$ cat src/rtl/hist_ram_pkg.sv
// Shared defaults and types for the HIST_RAM histogram bin store.
package hist_ram_pkg;

  localparam int HIST_DATA_W = 32;
  localparam int HIST_ADDR_W = 5;

  typedef logic [HIST_DATA_W-1:0] hist_data_t;
  typedef logic [HIST_ADDR_W-1:0] hist_addr_t;

  localparam hist_data_t HIST_RESET_VAL = '0;

endpackage

$ cat src/rtl/hist_ram_valid_tracker.sv
// Per-word valid flags: cleared by reset, set on write, looked up by read address.
module hist_ram_valid_tracker #(
  parameter int ADDR_W = 5
) (
  input  logic              clock,
  input  logic              rst_n,
  input  logic              set_en,
  input  logic [ADDR_W-1:0] set_addr,
  input  logic [ADDR_W-1:0] rd_addr,
  output logic              rd_valid
);

  localparam int DEPTH = 2 ** ADDR_W;

  logic [DEPTH-1:0] valid;

  // NOTE: sequential state uses non-blocking assignments so every flop samples pre-edge values.
  always_ff @(posedge clock or negedge rst_n) begin
    if (!rst_n) begin
      valid <= '0;
    end else if (set_en) begin
      valid[set_addr] <= 1'b1;
    end
  end

  // Pre-write flag value, so a same-edge write is not yet visible here.
  assign rd_valid = valid[rd_addr];

endmodule

$ cat src/rtl/hist_sdp_ram.sv
// Simple dual-port histogram bin RAM: one write port, one registered read port.
module hist_sdp_ram
  import hist_ram_pkg::*;
#(
  parameter int                DATA_W    = HIST_DATA_W,
  parameter int                ADDR_W    = HIST_ADDR_W,
  parameter int                RDW_NEW   = 0,
  parameter logic [DATA_W-1:0] RESET_VAL = DATA_W'(HIST_RESET_VAL)
) (
  input  logic              clock,
  input  logic              rst_n,
  input  logic [DATA_W-1:0] data,
  input  logic [ADDR_W-1:0] wraddress,
  input  logic              wren,
  input  logic [ADDR_W-1:0] rdaddress,
  output logic [DATA_W-1:0] q
);

  localparam int DEPTH = 2 ** ADDR_W;

  logic [DATA_W-1:0] mem [DEPTH];
  logic              wr_fire;
  logic              rd_valid;
  logic              bypass;

  assign wr_fire = rst_n && wren;
  assign bypass  = (RDW_NEW != 0) && wr_fire && (wraddress == rdaddress);

  hist_ram_valid_tracker #(
    .ADDR_W (ADDR_W)
  ) u_valid (
    .clock    (clock),
    .rst_n    (rst_n),
    .set_en   (wren),
    .set_addr (wraddress),
    .rd_addr  (rdaddress),
    .rd_valid (rd_valid)
  );

  // NOTE: the array has no reset so it maps onto block RAM; the valid flags hide stale contents.
  always_ff @(posedge clock) begin
    if (wr_fire) begin
      mem[wraddress] <= data;
    end
  end

  always_ff @(posedge clock or negedge rst_n) begin
    if (!rst_n) begin
      q <= RESET_VAL;
    end else if (bypass) begin
      q <= data;
    end else begin
      q <= rd_valid ? mem[rdaddress] : RESET_VAL;
    end
  end

endmodule

$ cat config.mk
export PLATFORM = sky130hd
export DESIGN_NAME = hist_sdp_ram
export DESIGN_NICKNAME = d
export VERILOG_FILES = /design/src/rtl/hist_ram_pkg.sv /design/src/rtl/hist_ram_valid_tracker.sv /design/src/rtl/hist_sdp_ram.sv
export SDC_FILE = /design/constraint.sdc
export NUM_CORES = 1
export LEC_CHECK = 0
export BUFFER_PORTS_ARGS = -buffer_cell sky130_fd_sc_hd__buf_2
export CORE_ASPECT_RATIO = 1.2
export CORE_UTILIZATION = 31
export DETAILED_ROUTE_END_ITERATION = 8
export PLACE_DENSITY_LB_ADDON = 0.15
export SYNTH_ARGS = -nofsm -noshare
export SYNTH_HDL_FRONTEND = slang
export SYNTH_SLANG_ARGS = --single-unit
export TNS_END_PERCENT = 1
$ cat constraint.sdc
create_clock -name clock -period 2.6 [get_ports clock]
set_input_delay 0.39 -clock clock [delete_from_list [all_inputs] [get_ports clock]]
set_output_delay 0.39 -clock clock [all_outputs]
set_load 0.01 [all_outputs]
==> results of run 1 <==
-- per-stage QoR --
| stage | power [W] | cell area [µm²] | instances | TNS [ns] | setup slack, ns |
|---|---|---|---|---|---|
| final | 0.0381 | 49800 | 4202 | 0 | 0.471 |
| after detailed placement | 0.0224 | 46100 | 3991 | 0 | 0.108 |
| after floorplan | 0.0211 | 41900 | 2101 | -285.04 | -0.404 |
| after global routing | 0.0393 | 49800 | 4200 | 0 | 0.406 |
| after global placement | 0.0223 | 46100 | 3991 | 0 | 0.0798 |
| after CTS | 0.0385 | 49800 | 4200 | 0 | 0.452 |
-- cell type report --
cell class	instances	area (µm²)
Clock inverter	56	628
Antenna cell	2	5.00
Multi-Input combinational cell	876	8960
Inverter	3	12.5
Timing Repair Buffer	238	2540
Clock buffer	151	3050
Tap cell	1788	2240
Sequential cell	1088	32400
Fill cell	12400	84100
-- cell usage in the layout (no fill, tap or decap), drive strengths merged, types with 39 or more instances in the layout --
cell / netlist / routed
mux2i: 260 / 260
a221oi: 128 / 128
nor2: 67 / 67
mux4: 134 / 134
clkbuf: 55 / 151
edfxtp: 1024 / 1024
clkinv: 0 / 39
o21ai: 64 / 64
buf: 79 / 236
dfrtp: 64 / 64
-- worst register-to-register path, delay by kind of cell, from the launching register on --
kind,cells,cell delay (ns)
buf+inv,2,0.41
simple gates,3,0.45
flops,1,0.39
mux,2,0.76
-- logic make-up (layout without fill, tap and decap cells) --
kind of cell / after synthesis / in the layout / share of synthesized area
compound gates: 292 / 292 / 0.0505
buf+inv: 137 / 448 / 0.0191
flops: 1088 / 1088 / 0.773
mux: 396 / 396 / 0.135
other cells: 0 / 2 / 0
simple gates: 188 / 188 / 0.0225
-- layer usage --
metal / vias to the layer above / routed length, µm / part of all wire
met2: 573 / 61100 / 0.50
met1: 11600 / 53400 / 0.43
met3: 145 / 5710 / 0.046
met5: - / 13 / 0.00011
li1: 9173 / - / -
met4: 2 / 2620 / 0.021
-- registers in the layout, indices dropped and copies added, names as in the netlist --
register and cells:
mem 1024, q 32, u_valid.valid 32
-- power by group through the flow --
stage / clock network [W] / logic, W / registers, W
CTS: 0.0165 / 0.00235 / 0.0197
floorplan: 0 / 0.00119 / 0.0200
global placement: 0 / 0.00232 / 0.0200
finish: 0.0161 / 0.00230 / 0.0196
global route: 0.0171 / 0.00248 / 0.0197
detailed placement: 0 / 0.00235 / 0.0200
-- how the worst min path moves through the flow --
stage / cells past startpoint / from / slack [ns] / to
2_1_floorplan: 0 / rst_n / 0.09 / q[0]
3_3_place_gp: 1 / rst_n / 0.19 / u_valid.valid[0]
3_5_place_dp: 1 / rst_n / 0.19 / u_valid.valid[0]
4_1_cts: 1 / data[10] / 0.09 / mem[17][10]
5_1_grt: 1 / data[10] / 0.14 / mem[17][10]
6_report: 1 / data[28] / 0.15 / mem[12][28]
==> results.md, run 1 <==
* Status: finished, final reports clean
* Worst reg2reg path depth at 7
* Clk pin slew, worst setup/hold paths at 0.06 ns
* Max incr delay on CP at 0.47 ns
* Initial antenna violation count at 12
* Mapped Avg Cell Area at 19.9 µm²
* Crit share post-route at 0.819
* Largest area contributor in the netlist: edfxtp_1
* Internal at 0.0297 W
* Synth warn at 0
* Worst hold path class: in2reg
* Clk_lat worst skew at 0.73 ns
* DRT Wirelength at 123,000 µm
* R2R setup slack at 0.47 ns
* Crit-path slowest cell: mux4_2
* Critical Path Start Type: register
* Slew Limit Fails at 0
* FFs w/ async S/R, synth at 0.0588
* Count of cell types in the netlist at 36
* Total congestion overflow at 0
* RSZ-0062 raised after global routing: no
* Post-synth EDFFs at 1,024
* CP top delay family: multiplexers
* Row count at 147
* Tmin final at 2.13 ns
* Die Wd at 337 µm
* Global routing usage on met2 at 0.305
* Worst-Margin Slew at 0.923 ns
* Sw frac at 0.221
* HPWL after detailed placement at 70,500 µm
* Crit path capture type: register
* Area growth syn-to-layout at 19.0%
* Leak pwr at 16.5 nW
* Global route hottest layer: met2
* Highest clock rate at 0.470 GHz
* Syn Nets at 2,146
* #FFs+latches synth at 1,088
* Max FO, Critical Path at 19
* Final number of hold-violating endpoints at 0
* DRT Pass-1 Iters at 5
* CP Depth at 7
* Comb power frac at 0.061
* Synth top area cells: edfxtp_1 (73%), mux4_2 (7.2%), mux2i_1 (6.2%)
* Starting Density at 0.313
* CP Launch Point: u_valid.valid[27]
* Hold-fix buffer count after cts at 2
* Tot GR Track Use at 0.182
* Nets at 2,362
* Final setup violating endpoints at 0
* Clock root cell: clkbuf_16
* Final clock skew at 0.0353 ns
* Final Util at 0.372
* CP bufs+invs at 2
* Sequential area share after synthesis at 0.773
* First-pass GRT wire length at 173,000 µm
* GRT met1 Usage at 0.245
* Worst Path Arrival at 2.73 ns
* Main synth FF type: edfxtp_1
* Die Span Y at 404 µm
* Routed vias at 21.5k
* Worst path cell trace: mux4_2 -> mux2_2 -> nand3_1 -> nand4_2 -> buf_12 -> buf_4 -> and3_1
* Commonest cells post-synth: edfxtp_1 (1,024), mux2i_1 (260), mux4_2 (134)
* CORE AREA at 0.134 mm²
* Antenna Nets Post-Route at 0
* DR WL/cell at 29.2 µm
* Top-area cell type share of the netlist area at 0.735
* VDD IR-drop max at 0.486 mV
* Most frequent cell after synthesis: edfxtp_1
* WHS at 0.154 ns
* Clock network power share at 0.423
* Sequential share of power at 0.516
* Final Wtd Congestion at 0.758
* Critical Path Sink: q[2]
* Crit path required time at 3.20 ns
* Total Die Area at 0.136 mm²
* Synth Cell Area at 0.0419 mm²
* Start of the worst register-to-register path: u_valid.valid[27]
* Power Dens Cells at 764 mW/mm²
* DRC violations left at 0
* Vias in the first global route at 22.3k
* Post-CTS Setup Repair Bufs at 0
* Grt met3 use at 0.0262
* Worst Path Class, Setup: reg2reg
* Total CTS buffers at 110
* First-iteration detailed-routing DRC count at 1,628
* Clk sinks at 1,088
* CTS tree: done
* Fraction of layout instances using a drive strength above 1 at 0.240
* Switch Pwr at 0.00839 W
* PostCTS Resize Cnt at 0
* Top-level I/O count at 77
* Gate Count Post-Synth at 2,101
* Bufs on Longest Clock Path at 3
* # H-tree levels at 3
* Relative max-transition margin at 0.385
* Worst r2r dst: q[2]
* Max-cap violations at 0
* DR vias/cell at 5.13
* Port bufs at 76
* Pin count of the biggest net entering global routing at 60
(Power assumes the default switching activity.)
==> inputs of run 2 (changes only) <==
==> constraint.sdc (replaced) <==
create_clock -name clock -period 1.9 [get_ports clock]
set_input_delay 0.285 -clock clock [delete_from_list [all_inputs] [get_ports clock]]
set_output_delay 0.285 -clock clock [all_outputs]
set_load 0.01 [all_outputs]
==> run 2 against run 1 <==
Compared with the run above:
- the run now ends with negative setup slack left
- clock skew is 0.011 ns higher
- wire length rose by 3.7%
- clock power grew 44%
- critical endpoint is now q[12]
- highest routed layer unchanged
==> results.md, run 2 (same netlist as run 1, synthesis figures left out) <==
* Clock root cell: clkbuf_16
* Pwr Total at 0.0536 W (+41%)
* Crit path capture type: register
* Worst Path Arrival at 2.56 ns (-0.17 ns)
* Fraction of layout instances using a drive strength above 1 at 0.279 (+0.0385)
* Commonest non-fill, non-tap cell in the layout: edfxtp_1
* Final setup margin at -0.0523 ns (-0.523 ns)
* CTS tree: done
* First-pass GRT wire length at 178,000 µm (+2.8%)
* Most frequent cells in the layout: edfxtp_1 (1,024), mux2i_1 (260), buf_4 (162), mux4_2 (134), a221oi_1 (128)
* Worst Hold End: mem[28][20]
* Area of placed instances at 0.0475 mm² (+3.1%)
* Final-layout fill cell count at 12.2k (-1.4%)
* Final clock skew at 0.0461 ns (+0.0108 ns)
* Die Wd at 337 µm (unchanged)
* Tmin final at 1.95 ns (-0.177 ns)
* Routed vias at 22.2k (+3.0%)
* Final Wtd Congestion at 0.772 (+1.8%)
* Bufs on Longest Clock Path at 3 (unchanged)
* Pin count of the biggest net entering global routing at 49 (-18%)
* Worst min-delay path startpoint: data[20]
* Total congestion overflow at 0 (unchanged)
* VDD IR-drop max at 0.805 mV (+66%)
* Slew Limit Fails at 0 (unchanged)
* Largest regs: mem x1024, q x32, u_valid.valid x32
* DR WL/cell at 29.4 µm (+0.52%)
* Top-level I/O count at 77 (unchanged)
* Max FO, Critical Path at 15 (-4)
* Crit path required time at 2.51 ns (-0.69 ns)
* Critical Path Start Type: register
* WHS at 0.0538 ns (-0.0999 ns)
* Crit-path slowest cell: mux4_2
* DRT Pass-1 Iters at 5 (unchanged)
* HPWL after detailed placement at 76,900 µm (+9.1%)
* Nets at 2,486 (+5.2%)
* Leak pwr at 17.3 nW (+5.4%)
* Row count at 147 (unchanged)
* DRT Wirelength at 127,000 µm (+3.7%)
* Worst-Margin Slew at 0.879 ns (-0.0442 ns)
* Hold Crit Depth at 1 (unchanged)
* CORE AREA at 0.134 mm² (unchanged)
* R2R setup slack at -0.05 ns (-0.52 ns)
* Starting Density at 0.313 (unchanged)
* Worst reg2reg path depth at 6 (-1)
* First-iteration detailed-routing DRC count at 1,806 (+11%)
* Clk pin slew, worst setup/hold paths at 0.06 ns (about the same)
* Area growth syn-to-layout at 23.2%
* Crit share post-route at 1.03 (+0.209)
* Power Dens Cells at 1040 mW/mm² (+36%)
* Worst Path Class, Setup: reg2reg
* Vias in the first global route at 23.3k (+4.3%)
* Biggest register: mem
* Antenna Nets Post-Route at 0 (unchanged)
* Initial antenna violation count at 16 (+4)
* Violated checks: negative setup slack
* RSZ-0062 raised after global routing: yes
* Final setup violating endpoints at 25 (+25)
* Total CTS buffers at 114 (+3.6%)
* Max reg flops at 1,024 (unchanged)
* Start of the worst register-to-register path: u_valid.valid[27]
* Total Die Area at 0.136 mm² (unchanged)
* Post-CTS Setup Repair Bufs at 0 (unchanged)
* DR vias/cell at 5.12 (-0.14%)
* Worst r2r dst: q[12]
* Status: finished, violations left
* Final number of hold-violating endpoints at 0 (unchanged)
* Highest clock rate at 0.512 GHz (+9.1%)
* Max incr delay on CP at 0.47 ns (about the same)
* # H-tree levels at 3 (unchanged)
* Fin area at 0.0515 mm² (+3.5%)
* Tot GR Track Use at 0.188 (+0.00628)
* Worst hold path class: in2reg
* Clk sinks at 1,088 (unchanged)
* Max-cap violations at 0 (unchanged)
* Worst path cell trace: mux4_2 -> mux2_4 -> nand3_2 -> nand4_4 -> buf_12 -> and3_4
* Port bufs at 76 (unchanged)
* Die Span Y at 404 µm (unchanged)
* Relative max-transition margin at 0.413 (+0.0280)
* Clk_lat worst skew at 0.73 ns (about the same)
* DRC violations left at 0 (unchanged)
## run 2: timing repair
| item | CTS | global route |
|---|---|---|
| hold buffers | 6 | 0 |
| gates resized for setup | 5 | 2 |
| endpoints found under the hold margin | 69 | 0 |
| cloned | 0 | 0 |
| setup endpoints to repair | 32 | 32 |
## run 2: worst max-delay path by stage
| stage | cells past startpoint | from | endpoint | slack [ns] |
|---|---|---|---|---|
| floorplan | 3 | wraddress[3] | mem[23][0] | -0.30 |
| CTS | 6 | u_valid.valid[25] | q[4] | -0.06 |
| detailed placement | 9 | rdaddress[1] | q[30] | -0.44 |
| global placement | 9 | rdaddress[0] | q[15] | -0.42 |
| finish | 6 | u_valid.valid[27] | q[12] | -0.05 |
| global route | 6 | u_valid.valid[27] | q[12] | -0.10 |
## run 2: power by group
part	switching, W	leakage (nW)	internal (W)	total, W
registers	0.000269	10.0	0.0266	0.0269
logic	0.00201	5.43	0.00145	0.00345
clock network	0.00941	1.91	0.0138	0.0232
## run 2: routing by layer
metal  vias to the layer above  share of wire  GRT usage
met1                     12000           0.43      0.248
li1                       9428              -          -
met2                       609           0.50      0.316
met4                         4          0.025     0.0576
met3                       178          0.050     0.0327
met5                         -        0.00017          0
## run 2: area by class of cell
type | count | area (µm²) | share of cell area
antenna | 3 | 7.51 | 0.000146
clock buffer | 144 | 3010 | 0.0583
clock inverter | 73 | 908 | 0.0176
inverter | 3 | 12.5 | 0.000243
multi-input combinational | 876 | 9000 | 0.175
sequential | 1088 | 32400 | 0.628
tap | 1788 | 2240 | 0.0434
timing repair buffer | 358 | 4020 | 0.0779
## run 2: per-stage QoR
step / setup WS [ns] / instances / setup TNS, ns / utilization
floorplan: -0.302 / 2101 / -233.62 / -
global placement: -0.422 / 4107 / -32.36 / 0.355
detailed placement: -0.440 / 4107 / -33.06 / 0.355
CTS: -0.0606 / 4330 / -0.721 / 0.385
global route: -0.104 / 4331 / -2.29 / 0.385
finish: -0.0523 / 4333 / -0.606 / 0.385
## run 2: critical path, delay by kind of cell, from the launching register on
| kind | cells | cell delay (ns) |
|---|---|---|
| multiplexers | 2 | 0.77 |
| AND/OR/NAND/NOR | 3 | 0.44 |
| flip-flops | 1 | 0.38 |
| buffers and inverters | 1 | 0.22 |
==> inputs of run 3 (changes only) <==
--- a/config.mk
+++ b/config.mk
@@ -5,9 +5,10 @@
 export SDC_FILE = /design/constraint.sdc
 export NUM_CORES = 1
 export LEC_CHECK = 0
-export BUFFER_PORTS_ARGS = -buffer_cell sky130_fd_sc_hd__buf_2
+export BUFFER_PORTS_ARGS = -buffer_cell sky130_fd_sc_hd__buf_4
 export CORE_ASPECT_RATIO = 1.2
 export CORE_UTILIZATION = 31
+export CTS_CLUSTER_DIAMETER = 40
 export DETAILED_ROUTE_END_ITERATION = 8
 export PLACE_DENSITY_LB_ADDON = 0.15
 export SYNTH_ARGS = -nofsm -noshare
==> run 3 against run 2 <==
Compared with the run above:
- the run still ends with negative setup slack left
- sequential share of layout area shrank 1.3 points
- utilization is 0.82 points higher
- final area grew 2.1%
- clock power up 13%
- clock skew shrank 0.027 ns
- flip-flop and latch count did not move
- combinational power grew 4%
- critical path depth is 1 higher
- non-clock buffer count rose by 11
- register-to-register slack got worse by 0.03 ns
- largest cell class unchanged
- largest power group unchanged
- highest routed layer unchanged
==> results.md, run 3 (same netlist as run 1, synthesis figures left out) <==
* Worst r2r dst: q[15]
* # H-tree levels at 4 (+1)
* Violated checks: negative setup slack
* Clk_lat worst skew at 0.74 ns (about the same)
* Clock root cell: clkbuf_16
* Highest clock rate at 0.504 GHz (-1.7%)
* Final setup margin at -0.0851 ns (-0.0328 ns)
* Power Dens Cells at 1080 mW/mm² (+3.8%)
* CP top delay family: multiplexers
* Comb power frac at 0.063 (about the same)
* Antenna Nets Post-Route at 0 (unchanged)
* Fraction of layout instances using a drive strength above 1 at 0.293 (+0.0140)
* Global route hottest layer: met2
* Worst path cell trace: mux4_2 -> mux2_4 -> nand3_4 -> nand4_4 -> buf_12 -> buf_12 -> and3_4
* DR WL/cell at 28.7 µm (-2.3%)
* Initial antenna violation count at 6 (-10)
* Grt met3 use at 0.0359 (+0.00321)
* Worst min-delay path startpoint: wraddress[4]
* Die Span Y at 404 µm (unchanged)
* Start of the worst register-to-register path: u_valid.valid[25]
* Routed vias at 22.2k (+0.20%)
* Worst-Margin Slew at 0.758 ns (-0.121 ns)
* Worst Path Class, Setup: reg2reg
* Switch Pwr at 0.0127 W (+8.8%)
* Slew Limit Fails at 0 (unchanged)
* CORE AREA at 0.134 mm² (unchanged)
* Bufs on Longest Clock Path at 3 (unchanged)
* TNS Setup at -1.06 ns (-0.454 ns)
* Nets at 2,522 (+1.4%)
* Final setup violating endpoints at 27 (+8.0%)
* Top-level I/O count at 77 (unchanged)
* First-pass GRT wire length at 177,000 µm (-0.17%)
* Crit-path slowest cell: mux4_2
* Global routing usage on met2 at 0.315 (-0.000757)
* Worst Hold End: u_valid.valid[17]
* Hold Crit Depth at 4 (+3)
* Internal at 0.0441 W (+5.2%)
* Biggest register: mem
* Most common cell type on the critical path: buf_12
* R2R setup slack at -0.09 ns (-0.03 ns)
* CP bufs+invs at 2 (+1)
* Final clock skew at 0.0186 ns (-0.0275 ns)
* Antenna cells at 0 (-3)
* GRT met1 Usage at 0.247 (-0.000851)
* Vias in the first global route at 23.4k (+0.34%)
* Max incr delay on CP at 0.47 ns (about the same)
* Leak pwr at 17.7 nW (+2.3%)
* Total CTS buffers at 139 (+22%)
* Starting Density at 0.313 (unchanged)
* Clk sinks at 1,088 (unchanged)
* Relative max-transition margin at 0.495 (+0.0823)
* Clk pin slew, worst setup/hold paths at 0.06 ns (about the same)
* Max FO, Critical Path at 8 (-7)
* Final number of hold-violating endpoints at 0 (unchanged)
* Status: finished, violations left
* Max reg flops at 1,024 (unchanged)
* DRC violations left at 0 (unchanged)
* CTS tree: done
* VDD IR-drop max at 0.942 mV (+17%)
* Most frequent cells in the layout: edfxtp_1 (1,024), mux2i_1 (260), buf_4 (218), clkbuf_16 (144), mux4_2 (134)
* Worst Path Arrival at 2.62 ns (+0.06 ns)
* Total congestion overflow at 0 (unchanged)
* Crit path capture type: register
* DP Worst Slack at -0.344 ns (+0.0957 ns)
* Sw frac at 0.224 (+0.00582)
* Largest regs: mem x1024, q x32, u_valid.valid x32
* First-iteration detailed-routing DRC count at 1,653 (-8.5%)
* Port bufs at 76 (unchanged)
* Commonest non-fill, non-tap cell in the layout: edfxtp_1
* Max-cap violations at 0 (unchanged)
* CP Launch Point: u_valid.valid[25]
* Total Die Area at 0.136 mm² (unchanged)
* Tot GR Track Use at 0.188 (-0.000677)
* DR vias/cell at 5.08 (-0.78%)
* Crit share post-route at 1.04 (+0.0173)
* DRT Wirelength at 126,000 µm (-1.4%)
* Die Wd at 337 µm (unchanged)
* DRT Pass-1 Iters at 5 (unchanged)
* Tmin final at 1.99 ns (+0.0328 ns)
* Row count at 147 (unchanged)
* Worst hold path class: in2reg
* Worst reg2reg path depth at 7 (+1)
* Clock network power share at 0.462 (+0.029)
* Critical Path Start Type: register
* HPWL after detailed placement at 76,100 µm (-1.2%)
* RSZ-0062 raised after global routing: yes
* Final Wtd Congestion at 0.758 (-1.8%)
* Sequential share of power at 0.474 (-0.028)
* Crit path required time at 2.53 ns (+0.02 ns)
* Area growth syn-to-layout at 25.8%
* Pin count of the biggest net entering global routing at 45 (-8.2%)
==> run 3: cell count changes in the layout (fill, tap and decap cells not counted), sizes merged <==
cell         previous run  this run
clkbuf                144       162
diode                   3         0
dlygate4sd3             6        36
inv                     5        26
bufinv                 19        12
clkinvlp                2        12
buf                   352       333
clkinv                 50        43
==> run 3: routing by layer <==
| metal | wire, µm | up-vias |
|---|---|---|
| li1 | - | 9518 |
| met5 | 21 | - |
| met2 | 63300 | 580 |
| met1 | 54100 | 11900 |
| met4 | 2480 | 4 |
| met3 | 5740 | 172 |
==> run 3: power by group through the flow <==
stage          combinational, W  clock, W  sequential, W
4_1_cts                 0.00363    0.0269         0.0269
5_1_grt                 0.00385    0.0278         0.0270
2_1_floorplan           0.00166         0         0.0273
6_report                0.00358    0.0263         0.0269
3_5_place_dp            0.00351         0         0.0274
3_3_place_gp            0.00345         0         0.0274
==> run 3: stage by stage <==
step	total power, W	util	instances	area [µm²]	hold WS (ns)
finish	0.0568	0.393	4376	52600	0.0855
global route	0.0586	0.393	4376	52600	0.0711
CTS	0.0575	0.393	4375	52600	0.0124
detailed placement	0.0309	0.355	4087	47500	0.421
global placement	0.0309	0.355	4087	47500	0.428
floorplan	0.0290	-	2101	42100	-0.0106
==> run 3: worst max path at each step <==
stage          slack, ns  depth (start not counted)          to
4_1_cts            -0.09                          7       q[15]
5_1_grt            -0.11                          7       q[17]
3_5_place_dp       -0.34                          9       q[19]
3_3_place_gp       -0.38                          9       q[19]
6_report           -0.09                          7       q[15]
2_1_floorplan      -0.30                          3  mem[23][0]
==> run 3: area by class of cell <==
type	count	area, µm²
fill	12100	81300
inverter	3	12.5
multi-input combinational	876	9070
sequential	1088	32400
clock inverter	90	962
clock buffer	162	3710
timing repair buffer	369	4290
tap	1788	2240
==> run 3: worst register-to-register path: cells and delay by family (launching register included) <==
family	cells	cell delay [ns]
buffers and inverters	2	0.34
DFF	1	0.39
and+or+nand+nor	3	0.37
muxes	2	0.78
==> run 3: timing repair <==
action                                  4_1_cts  5_1_grt
endpoints found under the hold margin      1097        0
hold buffers                                 36        0
gates resized for setup                      14        8
setup buffers                                 0        1
endpoints found under the setup margin       33       27
pin swaps                                     3        1
